==> src/rtl/bcd_digit_feeder.sv <==
// bcd_digit_feeder: sequential double-dabble converter that turns a binary value
// into eight 7-bit digit codes for the multiplexed seven-segment controller.
// Code format: bit6 = lit, bit5 = decimal point, bits4:0 = character (0x10 = dash).
// Optional build macro LEAD_ZERO_BLANK_EN blanks leading zero digits (d0 always lit).
module bcd_digit_feeder #(
   parameter int unsigned W = 27
) (
   input  logic         clk,
   input  logic         rst,
   input  logic         start,
   input  logic [W-1:0] bin,
   input  logic [7:0]   dp_mask,
   output logic         busy,
   output logic         done,
   output logic         ovf,
   output logic [6:0]   d7,
   output logic [6:0]   d6,
   output logic [6:0]   d5,
   output logic [6:0]   d4,
   output logic [6:0]   d3,
   output logic [6:0]   d2,
   output logic [6:0]   d1,
   output logic [6:0]   d0
);

   localparam int unsigned BCD_W     = 32;
   localparam int unsigned N_DIG     = 8;
   localparam int unsigned CNT_W     = $clog2(W);
   localparam logic [31:0] OVF_LIMIT = 32'd99_999_999;
   localparam logic [6:0]  DASH_CODE = 7'h50;
   localparam logic [6:0]  POINT_ONLY = 7'h20;

   typedef enum logic [1:0] {
      S_IDLE = 2'd0,
      S_CONV = 2'd1,
      S_UPD  = 2'd2
   } state_t;

   state_t             state;
   logic [W-1:0]       bin_sh;
   logic [BCD_W-1:0]   bcd;
   logic [BCD_W-1:0]   bcd_adj;
   logic [CNT_W-1:0]   cnt;
   logic [7:0]         dp_r;
   logic               ovf_cap;
   logic [6:0]         dig_q    [N_DIG];
   logic [6:0]         dig_next [N_DIG];

   // Add-3 correction on every BCD nibble that would reach 10 or more after the shift
   always_comb begin
      bcd_adj = bcd;
      for (int i = 0; i < int'(N_DIG); i++) begin
         if (bcd[4*i +: 4] >= 4'd5) begin
            bcd_adj[4*i +: 4] = bcd[4*i +: 4] + 4'd3;
         end
      end
   end

   // Digit codes presented at the update cycle, scanning from the most significant digit
   always_comb begin
      logic [3:0] nib;
`ifdef LEAD_ZERO_BLANK_EN
      logic       lead;
      lead = 1'b1;
`endif
      nib = 4'd0;
      for (int i = int'(N_DIG) - 1; i >= 0; i--) begin
         nib         = bcd[4*i +: 4];
         dig_next[i] = {1'b1, dp_r[i], 1'b0, nib};
`ifdef LEAD_ZERO_BLANK_EN
         if (lead && (nib == 4'd0) && (i != 0)) begin
            dig_next[i] = dp_r[i] ? POINT_ONLY : 7'h00;
         end else begin
            lead = 1'b0;
         end
`endif
         if (ovf_cap) begin
            dig_next[i] = DASH_CODE;
         end
      end
   end

   // Control FSM with conversion datapath and registered display outputs
   always_ff @(posedge clk or negedge rst) begin
      if (!rst) begin
         state   <= S_IDLE;
         bin_sh  <= '0;
         bcd     <= '0;
         cnt     <= '0;
         dp_r    <= '0;
         ovf_cap <= 1'b0;
         busy    <= 1'b0;
         done    <= 1'b0;
         ovf     <= 1'b0;
         for (int i = 0; i < int'(N_DIG); i++) begin
            dig_q[i] <= 7'h00;
         end
      end else begin
         done <= 1'b0;
         case (state)
            S_IDLE: begin
               if (start) begin
                  bin_sh  <= bin;
                  dp_r    <= dp_mask;
                  bcd     <= '0;
                  cnt     <= CNT_W'(W - 1);
                  ovf_cap <= (32'(bin) > OVF_LIMIT);
                  busy    <= 1'b1;
                  state   <= S_CONV;
               end
            end
            S_CONV: begin
               {bcd, bin_sh} <= {bcd_adj, bin_sh} << 1;
               cnt           <= cnt - CNT_W'(1);
               if (cnt == '0) begin
                  state <= S_UPD;
               end
            end
            S_UPD: begin
               for (int i = 0; i < int'(N_DIG); i++) begin
                  dig_q[i] <= dig_next[i];
               end
               ovf   <= ovf_cap;
               done  <= 1'b1;
               busy  <= 1'b0;
               state <= S_IDLE;
            end
            default: begin
               busy  <= 1'b0;
               state <= S_IDLE;
            end
         endcase
      end
   end

   assign d7 = dig_q[7];
   assign d6 = dig_q[6];
   assign d5 = dig_q[5];
   assign d4 = dig_q[4];
   assign d3 = dig_q[3];
   assign d2 = dig_q[2];
   assign d1 = dig_q[1];
   assign d0 = dig_q[0];

endmodule
==> config.mk <==
export PLATFORM = sky130hd
export DESIGN_NAME = bcd_digit_feeder
export DESIGN_NICKNAME = d
export VERILOG_FILES = /design/src/rtl/bcd_digit_feeder.sv
export SDC_FILE = /design/constraint.sdc
export NUM_CORES = 1
export LEC_CHECK = 0
export BUFFER_PORTS_ARGS = -buffer_cell sky130_fd_sc_hd__buf_4
export CAP_MARGIN = 15
export CORE_UTILIZATION = 51
export CTS_CLUSTER_DIAMETER = 30
export CTS_CLUSTER_SIZE = 40
export DETAILED_ROUTE_END_ITERATION = 12
export PLACE_DENSITY = 0.77
export REMOVE_ABC_BUFFERS = 1
export SYNTH_ARGS = -nofsm -noshare
export SYNTH_HDL_FRONTEND = slang
export SYNTH_SLANG_ARGS = --single-unit
==> constraint.sdc <==
create_clock -name clk -period 1.61 [get_ports clk]
set_clock_uncertainty 0.15 [all_clocks]
set_input_delay 0.161 -clock clk [delete_from_list [all_inputs] [get_ports clk]]
set_output_delay 0.161 -clock clk [all_outputs]
set_load 0.01 [all_outputs]
==> flow_metrics.tcl <==
set metrics [dict create \
    status "finished with violations" \
    violations "setup timing" \
    netlist_instances 570 \
    yosysTopAreaCell "dfrtp_1" \
    max-cap-violations 0 \
    diodes 0 \
    layout_min_cycle_time_ns 1.63 \
    grt-ovfl-total 0 \
    dpl_cell_area_um2 6720 \
    p_sw_mw 6.05 \
    synth_edf_count 0 \
    tns_ns -0.0641 \
    cts_sinks 119 \
    ys_top_cells_by_area "dfrtp_1 53%, nand2_1 8.3%, o21ai_0 4.5%" \
    grt_max_degree 78 \
    slew_headroom 0.720 \
    tightest_slew_ns 0.420 \
    cts-root-buf "clkbuf_8" \
    syn_to_final_growth_pct 46.4 \
    yosysMostFrequentCell "nand2_1" \
    fp.dieH_um 107 \
    hpwl_um 8330 \
    rows 37 \
    worstHoldPathType "in2async" \
    fin_crit_sh 1.01 \
    pwr-share-seq 0.310 \
    dieArea_um2 11400 \
    final.setup.worst_slack_ns -0.0218 \
    clock_latency_ns 0.51 \
    ant_nets 0 \
    avgSynthCellArea_um2 9.86 \
    critPathKind "reg2reg" \
    vias 4904 \
    drt-wirelength-per-cell_um 16.7 \
    fin_area_um2 8230 \
    ff2ff_path_depth 6 \
    power_frac_comb 0.463 \
    power-per-cell-area_nw_per_um2 2020 \
    setup_viol 4 \
    power.leakage_nw 3.92 \
    ir_worst_vdd_mv 0.910 \
    drc 0 \
    arrival_ns 1.91 \
    grt_pass1_vias 4973 \
    start_util 0.535 \
    antenna_found_initial 0 \
    synth_seq_cells 119 \
    drt_iter0_markers 223 \
    gp_congestion 0.828 \
    clk_path_buf_depth 2 \
    num_io_pins 97 \
    cp_max_fo 3 \
    synth_cell_types 38 \
    drt-pass1-iter-count 6 \
    wirelength_um 15000 \
    yosysSeqAreaShare 0.530 \
    async_flop_share 1.00 \
    required_ns 1.89 \
    yosysWarnings 0 \
    slowest_stage "dfrtp_1" \
    netlist_area_um2 5620 \
    via_per_inst 5.46 \
    grt_pass1_wl_um 23800 \
    drv_slew 0 \
    cp-start-kind "flop" \
    cts_made_buffers 17 \
    core_area_um2 10500 \
    yosys-top-cells-count "125 x nand2_1, 119 x dfrtp_1, 51 x o21ai_0" \
    hold_viol 0 \
    final_nets 806 \
    drive_gt1_frac 0.358 \
    switching_share 0.363 \
    pwr-share-clk 0.226 \
    slowest_delay_ns 0.39 \
    yosysTopAreaCellShare 0.530 \
    synthFlopType "dfrtp_1" \
    grt_use_total 0.268 \
    endpoint_kind "flop" \
    rsz0062_at_grt "yes" \
    path_clk_slew_ns 0.05 \
    fmax_mhz 613 \
    port_buffers 96 \
    htreeDepth 4 \
    intPower_mw 10.6 \
    worstPathCellList "inv_2 > ha_2 > nand2b_4 > a21oi_4 > mux2_4 > o21ai_2" \
    die_x_um 107 \
    cts_tree "done" \
]
==> flip-flops by register name, indices dropped and copies added, names as in the netlist <==
register	cells
bcd	32
dp_r	8
d7	5
d1	5
d4	5
state	2
d3	5
d6	5
d2	5
ovf_cap	1
busy	1
d5	5
d0	7
cnt	5
done	1
bin_sh	27
==> routing by layer <==
| layer | GRT usage | up-vias | part of all wire |
|---|---|---|---|
| met5 | 0 | - | 0 |
| met4 | 0.114 | 0 | 0.024 |
| met3 | 0.0584 | 32 | 0.048 |
| met2 | 0.460 | 173 | 0.53 |
| met1 | 0.323 | 2391 | 0.40 |
| li1 | - | 2308 | - |
==> cells by family (layout without fill, tap and decap cells) <==
family / count (synthesis) / after routing / share of synthesized area
adders and majority gates: 17 / 17 / 0.0378
AOI/OAI and AO/OA: 134 / 134 / 0.156
xor gates and xnor gates: 14 / 14 / 0.0218
buffers and inverters: 70 / 262 / 0.0645
DFF: 119 / 119 / 0.530
and+or+nand+nor: 207 / 207 / 0.172
muxes: 9 / 9 / 0.0178
==> power by group through the flow <==
stage / logic [mW] / registers (mW) / clock network [mW]
after floorplan: 3.22 / 5.10 / 0
after global placement: 5.69 / 4.98 / 0
after detailed placement: 5.99 / 5.04 / 0
after CTS: 6.71 / 5.08 / 3.82
after global routing: 8.42 / 5.34 / 3.95
final: 7.72 / 5.17 / 3.77
==> final cells by class <==
type | count | area (um2)
Clock inverter | 8 | 121
Clock buffer | 22 | 473
Timing Repair Buffer | 212 | 1770
Multi-Input combinational cell | 381 | 2640
Inverter | 20 | 77.6
Sequential cell | 119 | 2980
Tap cell | 136 | 170
Fill cell | 590 | 2280
==> stage by stage <==
stage	util	setup slack, ns	std cells	power (mW)	hold WS (ns)
after CTS	0.752	0.0000746	887	15.6	0.00802
after global routing	0.783	-0.0828	898	17.7	0.0300
after detailed placement	0.639	-0.122	808	11.0	-0.143
final	0.783	-0.0218	898	16.7	0.0214
after global placement	0.639	-0.0140	808	10.7	-0.148
after floorplan	-	-1.22	520	8.32	-0.285
==> path summary, 6_finish.rpt <==
check / start / to / slack [ns]
max: bcd[21] / bcd[22] / -0.02
min in group clk: dp_mask[3] / dp_r[3] / 0.22
max reg2reg: bcd[21] / bcd[22] / -0.02
max in group asynchronous: rst / d7[3] / 0.51
min reg2reg: bin_sh[17] / bin_sh[17] / 0.32
min: rst / d3[1] / 0.02
==> critical path, delay by kind of cell (launching register included) <==
family          cells  cell delay, ns
compound gates      2            0.28
fa+ha+maj           1            0.18
buf+inv             1            0.08
flops               1            0.39
mux                 1            0.32
simple gates        1            0.15
==> timing repair <==
action,in CTS,in global routing
endpoints found under the setup margin,37,69
gates resized for setup,40,56
buffers inserted,11,10
cloned,0,1
endpoints found under the hold margin,156,0
hold buffers,38,0
pin swaps,9,14
==> cells in the final DEF (no fill, tap or decap), drive strengths merged, types with 2 or more instances in the layout <==
master and n:
dfrtp 119, xor2 6, nor2b 2, nand2 126
clkinv 4, a22oi 25, nand4 3, buf 173
o21ai 52, nor3b 3, nor3 4, o31ai 32
nor2 5, bufinv 3, nand3 25, ha 17
inv 20, dlygate4sd3 38, a21oi 10, nand2b 34
mux2 8, xnor2 8, and2 2, a32o 8
clkbuf 23, a221o 2
No activity file was read; power rests on OpenSTA's default activity.
